<file path="src/rtl/timer_keypad_control.sv">
// timer_keypad_control: keypad sync/debounce/encode with load strobe, plus gated 1 Hz timebase.
// Optional held-key auto-repeat is enabled by defining KEY_REPEAT_EN.
module timer_keypad_control #(
    parameter int NUM_KEYS        = 10,
    parameter int CODE_W          = 4,
    parameter int DIV_HALF        = 50,
    parameter int DEBOUNCE_CYCLES = 3,
    parameter int REPEAT_CYCLES   = 100
) (
    input  logic                clk,
    input  logic                rst,
    input  logic                enablen,
    input  logic [NUM_KEYS-1:0] key,
    output logic [CODE_W-1:0]   D,
    output logic                loadn,
    output logic                key_valid,
    output logic                pgt_1Hz,
    output logic                pgt_tick
);
    localparam logic [1:0] IDLE = 2'd0, DEBOUNCE = 2'd1, LOAD = 2'd2, WAIT_RELEASE = 2'd3;
    localparam int DB_W  = $clog2(DEBOUNCE_CYCLES + 1);
    localparam int DIV_W = $clog2(DIV_HALF);

    if (2**CODE_W < NUM_KEYS || REPEAT_CYCLES < 1) begin : g_param_check
        $error("timer_keypad_control: CODE_W too narrow or REPEAT_CYCLES < 1");
    end

    logic [NUM_KEYS-1:0] sync1, sync2;
    logic [1:0]          state;
    logic [CODE_W-1:0]   cand, code;
    logic [DB_W-1:0]     cnt;
    logic [DIV_W-1:0]    dcnt;
    logic                any;

    always_ff @(posedge clk or posedge rst)
        if (rst) begin
            sync1 <= '0;
            sync2 <= '0;
        end else begin
            sync1 <= key;
            sync2 <= sync1;
        end

    // highest set index wins; key 0 is a real key, so "no key" is tracked by any
    always_comb begin
        code = '0;
        any  = |sync2;
        for (int i = 0; i < NUM_KEYS; i++)
            if (sync2[i]) code = CODE_W'(i);
    end

`ifdef KEY_REPEAT_EN
    localparam int REP_W = $clog2(REPEAT_CYCLES);
    logic [REP_W-1:0] rcnt;
    logic             rep_hold, rep_fire;
    assign rep_hold = state == WAIT_RELEASE && any && code == D;
    assign rep_fire = rep_hold && loadn && rcnt == REP_W'(REPEAT_CYCLES - 1);
    // the strobe cycle itself does not count towards the next repeat
    always_ff @(posedge clk or posedge rst)
        if (rst) rcnt <= '0;
        else rcnt <= (!enablen || !rep_hold || !loadn || rep_fire) ? '0 : rcnt + 1'b1;
`endif

    always_ff @(posedge clk or posedge rst)
        if (rst) begin
            state <= IDLE;
            cand  <= '0;
            cnt   <= '0;
            D     <= '0;
            loadn <= 1'b1;
        end else if (!enablen) begin
            state <= IDLE;
            cnt   <= '0;
            loadn <= 1'b1;
        end else begin
            loadn <= 1'b1;
            case (state)
                IDLE:
                    if (any) begin
                        state <= DEBOUNCE;
                        cand  <= code;
                        cnt   <= DB_W'(1);
                    end
                DEBOUNCE:
                    if (!any) begin
                        state <= IDLE;
                        cnt   <= '0;
                    end else if (code != cand) begin
                        cand <= code;
                        cnt  <= DB_W'(1);
                    end else if (cnt == DB_W'(DEBOUNCE_CYCLES)) begin
                        state <= LOAD;
                        loadn <= 1'b0;
                        D     <= cand;
                        cnt   <= '0;
                    end else cnt <= cnt + 1'b1;
                LOAD:
                    state <= WAIT_RELEASE;
                default: begin
`ifdef KEY_REPEAT_EN
                    if (rep_fire) loadn <= 1'b0;
`endif
                    if (any) cnt <= '0;
                    else if (cnt == DB_W'(DEBOUNCE_CYCLES - 1)) begin
                        state <= IDLE;
                        cnt   <= '0;
                    end else cnt <= cnt + 1'b1;
                end
            endcase
        end

    assign key_valid = state == WAIT_RELEASE;

    always_ff @(posedge clk or posedge rst)
        if (rst) begin
            dcnt     <= '0;
            pgt_1Hz  <= 1'b0;
            pgt_tick <= 1'b0;
        end else if (!enablen) begin
            dcnt     <= '0;
            pgt_1Hz  <= 1'b0;
            pgt_tick <= 1'b0;
        end else begin
            dcnt     <= dcnt == DIV_W'(DIV_HALF - 1) ? '0 : dcnt + 1'b1;
            pgt_1Hz  <= dcnt == DIV_W'(DIV_HALF - 1) ? !pgt_1Hz : pgt_1Hz;
            pgt_tick <= dcnt == DIV_W'(DIV_HALF - 1) && !pgt_1Hz;
        end
endmodule
</file>
<file path="config.mk">
export PLATFORM = sky130hd
export DESIGN_NAME = timer_keypad_control
export DESIGN_NICKNAME = d
export VERILOG_FILES = /design/src/rtl/timer_keypad_control.sv
export SDC_FILE = /design/constraint.sdc
export NUM_CORES = 1
export LEC_CHECK = 0
export BUFFER_PORTS_ARGS = -buffer_cell sky130_fd_sc_hd__buf_2
export CAP_MARGIN = 30
export CORE_ASPECT_RATIO = 1.1
export CORE_MARGIN = 1.5
export CORE_UTILIZATION = 35
export DETAILED_ROUTE_END_ITERATION = 12
export GPL_ROUTABILITY_DRIVEN = 0
export PLACE_DENSITY = 0.53
export SETUP_SLACK_MARGIN = 0.4
export SLEW_MARGIN = 10
export SYNTH_ARGS = -nofsm -noshare
export SYNTH_HDL_FRONTEND = slang
export SYNTH_SLANG_ARGS = --single-unit
export TNS_END_PERCENT = 100
</file>
<file path="constraint.sdc">
create_clock -name clk -period 5.95 [get_ports clk]
set_clock_uncertainty 0.15 [all_clocks]
set_input_delay 1.19 -clock clk [delete_from_list [all_inputs] [get_ports clk]]
set_output_delay 1.19 -clock clk [all_outputs]
set_load 0.02 [all_outputs]
</file>
After elaboration in Yosys (flattened, before gate mapping):

Cells that the tools add are included.

* bits in registers: 41
* output and inout port bits: 8
* word-level logic and storage cells: 77
* input bits: 13

* add/subtract/negate cells: 2
* bitwise operators: 1
* mux-type cells: 38
* reduce and logical (&&, ||, !) cells: 9
* equal/unequal tests: 17

Operator list (number)
* two-way mux 4 bit: 11
* two-way mux 2 bit: 13
* AND reduction 5 bit: 3
* two-way mux 6 bit: 2
* one-hot mux 2 bit (3 select lines): 2
* OR reduction 10 bit: 1
* two-way mux 1 bit: 9
* equality test 2 bit (second input constant): 4
* != test 2 bit (second input constant): 4
* != test 4 bit (second input constant): 2
* one-hot mux 4 bit (2 select lines): 1
* adder 6 x 1 -> 6 bit (second input constant): 1
* equality test 6 bit (second input constant): 1
* != test 5 x 1 -> 1 bit (second input constant): 1
* != test 5 x 2 -> 1 bit (second input constant): 1
* != test 4 bit: 1
* != test 3 bit (second input constant): 1
* adder 2 x 1 -> 2 bit (second input constant): 1
* equality test 2 x 1 -> 1 bit (second input constant): 1
* zero test 2 bit: 1
* != test 2 x 1 -> 1 bit (second input constant): 1
* AND reduction 2 bit: 1
* nonzero test 2 bit: 1
* logical AND 1 bit: 1
* other kinds (2): 2

Longest topological paths before layout:

* depth after elaboration: 14
* mapped depth: 8
* depth with buffers taken out: 8

Least setup slack after synthesis:

Ideal clock, no wire load.

* kind: input port to flip-flop
* start: input port enablen
* end: register D[0]
* path buffers: 0
* path slack: 3.738 ns
* data arrival time: 1.934 ns
* library setup time: 0.128 ns
* stages on the path: 4
* cell sequence: and2_1 -> nand2_1 -> nor2_4 -> mux2_1

* cells in the longest elaborated chain, start to end: 1

Ends and longest elaborated chain
* start: declaration: line 12 `input logic enablen,`
* AND reduction 5 bit (no source line)
* end signal: assignment: line 94 `D <= cand;`
* end: declaration: line 14 `output logic [CODE_W-1:0] D,`

Every way passes these cells.
A chain may end at the register's enable or synchronous reset.

Worst setup path in the final report:

* start: register state[1]
* end: output port key_valid

* cells in the longest elaborated chain, start to end: 1

Ends and longest elaborated chain
* start: declaration: line 29 `logic [1:0] state;`
* start signal: assignment: line 66 `state <= IDLE;`
* start signal: assignment: line 72 `state <= IDLE;`
* start signal: assignment: line 80 `state <= DEBOUNCE;`
* equality test 2 bit: line 112 `assign key_valid = state == WAIT_RELEASE;`
* end: declaration: line 16 `output logic key_valid,`

Every way passes these cells.

==> results.sh <==
export IMPL_status="complete, no violations"
export IMPL_wl_per_cell_um=12.2
export IMPL_grt_ovfl_total=0
export IMPL_yosys_warnings=0
export IMPL_hold_buffers=0
export IMPL_grt_max_degree=42
export IMPL_place_hpwl_mm=2.13
export IMPL_route_vias_total=1171
export IMPL_min_from="sync1[0]"
export IMPL_grtUsageTotal_pct=11.6
export IMPL_syn_inst=153
export IMPL_initial_utilization_pct=36.1
export IMPL_area_growth_synth_to_final_pct=16.4
export IMPL_finalWirelength_mm=2.93
export IMPL_drc=0
export IMPL_worstMarginPinSlew_ns=0.501
export IMPL_p_total_uw=692
export IMPL_io_pins=21
export IMPL_clk_latency_ns=0.28
export IMPL_insertedDiodeCount=0
export IMPL_syn_nets=176
export IMPL_worst_path_max_fanout=5
export IMPL_cap_violations=0
export IMPL_rows=27
export IMPL_fmax_mhz=410
export IMPL_layout_nets=204
export IMPL_startpoint_type="flip-flop"
export IMPL_cp_slowest_stage_delay_ns=0.44
export IMPL_antenna_found_initial=0
export IMPL_die_h_um=78.3
export IMPL_tns_ns=0
export IMPL_cellPowerDensity_nw_per_um2=329
export IMPL_pre_cts_slack_ns=3.46
export IMPL_cts_tree="done"
export IMPL_drive_gt1_share_pct=22.0
export IMPL_cp_cell_sequence="ha_1, buf_2"
export IMPL_cts_inserted_buffers=5
export IMPL_ant_nets=0
export IMPL_finalCriticalPeriod_ns=2.44
export IMPL_post_cts_repair_setup_buffers=0
export IMPL_path_class="flip-flop to primary output"
export IMPL_drv_slew=0
export IMPL_finalSetupViolCount=0
export IMPL_slew_headroom_pct=66.6
export IMPL_whs_ns=0.198
export IMPL_ys_types=39
export IMPL_ys_ff_latch=41
export IMPL_grt_pass1_wl_mm=5.14
export IMPL_hold_viol=0
export IMPL_worst_ep_required_time_ns=4.61
export IMPL_worstReg2RegStart="sync2[4]"
export IMPL_drtPass1Iterations=4
export IMPL_ir_drop_v=0.000143
export IMPL_core_um2=5000
export IMPL_chipWidth_um=71.5
export IMPL_grt_pass1_vias=1173
export IMPL_cp_end_kind="primary output"
export IMPL_cts_sinks=41
export IMPL_port_buffers=20
export IMPL_viasPerCell=4.88
export IMPL_die_area_um2=5600
export IMPL_hold_path_class="flip-flop to flip-flop"
export IMPL_finalWorstSetupSlack_ns=3.51
export IMPL_synth_area_per_cell_um2=11.8
export IMPL_drt_iter0_markers=45
export IMPL_rsz0062_at_grt="false"
export IMPL_clk_pin_slew_worst_paths_ns=0.08
export IMPL_worstPathArrival_ns=1.10
export IMPL_timing_final_crit_share_pct=41.0
export IMPL_htreeDepth=2
export IMPL_critPathLaunch="state[1]"
export IMPL_cts_resized=0
export IMPL_ys_seq_area_share_pct=56.9
export IMPL_leakagePower_nw=0.992
export IMPL_syn_area_um2=1810
export IMPL_cp_slowest_cell="dfrtp_1"
export IMPL_cts_buffer_depth=2
export IMPL_clockRootBuffer="clkbuf_8"
==> Yosys cell counts <==
cell	instances	share of area, %
and2_1	2	0.69
o21ai_0	6	1.7
nor2_1	22	4.6
a31oi_1	1	0.35
nor3b_1	2	0.83
a32o_1	1	0.55
nor4_4	1	1.2
nor2_4	1	0.62
a21oi_1	2	0.55
o311ai_0	1	0.49
ha_1	10	6.9
o21ai_2	1	0.49
a2111oi_0	2	0.97
or3b_2	1	0.49
nand2b_1	2	0.69
a311oi_1	2	0.97
nor2b_1	1	0.35
mux2_4	2	1.7
dfrtp_1	40	55
nor2b_4	1	0.76
a22o_1	1	0.49
inv_1	11	2.3
nand3b_1	1	0.42
dfstp_2	1	1.5
mux2i_1	3	1.7
a211o_1	1	0.49
o31ai_1	1	0.42
nor3_1	2	0.55
or2_0	1	0.35
nand3_1	5	1.4
or2_2	2	0.69
xor2_1	2	0.97
mux2_1	4	2.5
nand2_1	6	1.2
nand4_1	4	1.4
o31ai_2	1	0.69
inv_2	1	0.21
xnor2_1	4	1.9
o221a_1	1	0.62
==> cell families (layout without fill, tap and decap cells) <==
family | count (synthesis) | count (layout) | share of synthesized area [%]
buffers and inverters | 12 | 41 | 2.49
AND/OR/NAND/NOR | 54 | 54 | 16.2
adder cells (fa/ha/maj) | 10 | 10 | 6.93
flip-flops | 41 | 41 | 56.9
XOR/XNOR | 6 | 6 | 2.91
multiplexers | 9 | 9 | 5.82
AO/OA/AOI/OAI | 21 | 21 | 8.73
==> cell type report <==
class,count,area (um2)
fillers,488,2900
multi-input cells,100,733
clock inverters,1,30.0
well taps,58,72.6
clock buffers,7,86.3
repair buffers,21,108
inverters,12,45.0
flip-flops and latches,41,1030
==> layout by cell type, fill, tap and decap left out, types with 3 or more instances in the layout <==
master,instances
mux2_1,4
nand2_1,6
inv_1,11
buf_2,20
nand4_1,4
o21ai_0,6
ha_1,10
nor2_1,22
clkbuf_8,6
xnor2_1,4
dfrtp_1,40
mux2i_1,3
nand3_1,5
==> per-layer routing <==
| metal | global-route usage (%) | up-vias | routed length (um) |
|---|---|---|---|
| met1 | 14.0 | 563 | 1290 |
| met2 | 19.5 | 25 | 1500 |
| met4 | 5.09 | 0 | 34 |
| met3 | 2.82 | 4 | 113 |
| li1 | - | 579 | - |
| met5 | 0 | - | 0 |
==> power breakdown <==
group | leakage (nW) | switching, mW | total, mW | internal, mW
Clock | 0.0585 | 0.0886 | 0.225 | 0.137
Sequential | 0.510 | 0.0271 | 0.329 | 0.302
Combinational | 0.424 | 0.0752 | 0.137 | 0.0620
Total | 0.992 | 0.191 | 0.692 | 0.501
==> path summary, 6_finish.rpt <==
kind | slack [ns] | cells past startpoint | endpoint
hold / removal | 0.20 | 0 | sync2[0]
setup reg to reg | 3.66 | 6 | D[0]
max in group asynchronous | 4.42 | 3 | loadn
hold reg to reg | 0.20 | 0 | sync2[0]
setup / recovery | 3.51 | 2 | key_valid
min in group asynchronous | 0.87 | 3 | dcnt[1]
==> worst max-delay path: cells and delay by family, from the launching register on <==
kind | cells | cell delay (ns)
adders and majority gates | 1 | 0.22
buffers and inverters | 1 | 0.16
DFF | 1 | 0.44
==> state kept, by name (all words and copies together), names as in the netlist <==
signal / cells
D: 4
cand: 4
cnt: 2
dcnt: 6
loadn: 1
pgt_1Hz: 1
pgt_tick: 1
state: 2
sync1: 10
sync2: 10
==> metrics by stage <==
step	cell area, um2	util [%]	instances
CTS	2100	42.0	240
detailed placement	1990	39.7	232
finish	2100	42.0	240
global placement	1990	39.7	232
global route	2100	42.0	240
floorplan	1810	-	153
No activity file was read; power rests on OpenSTA's default activity.
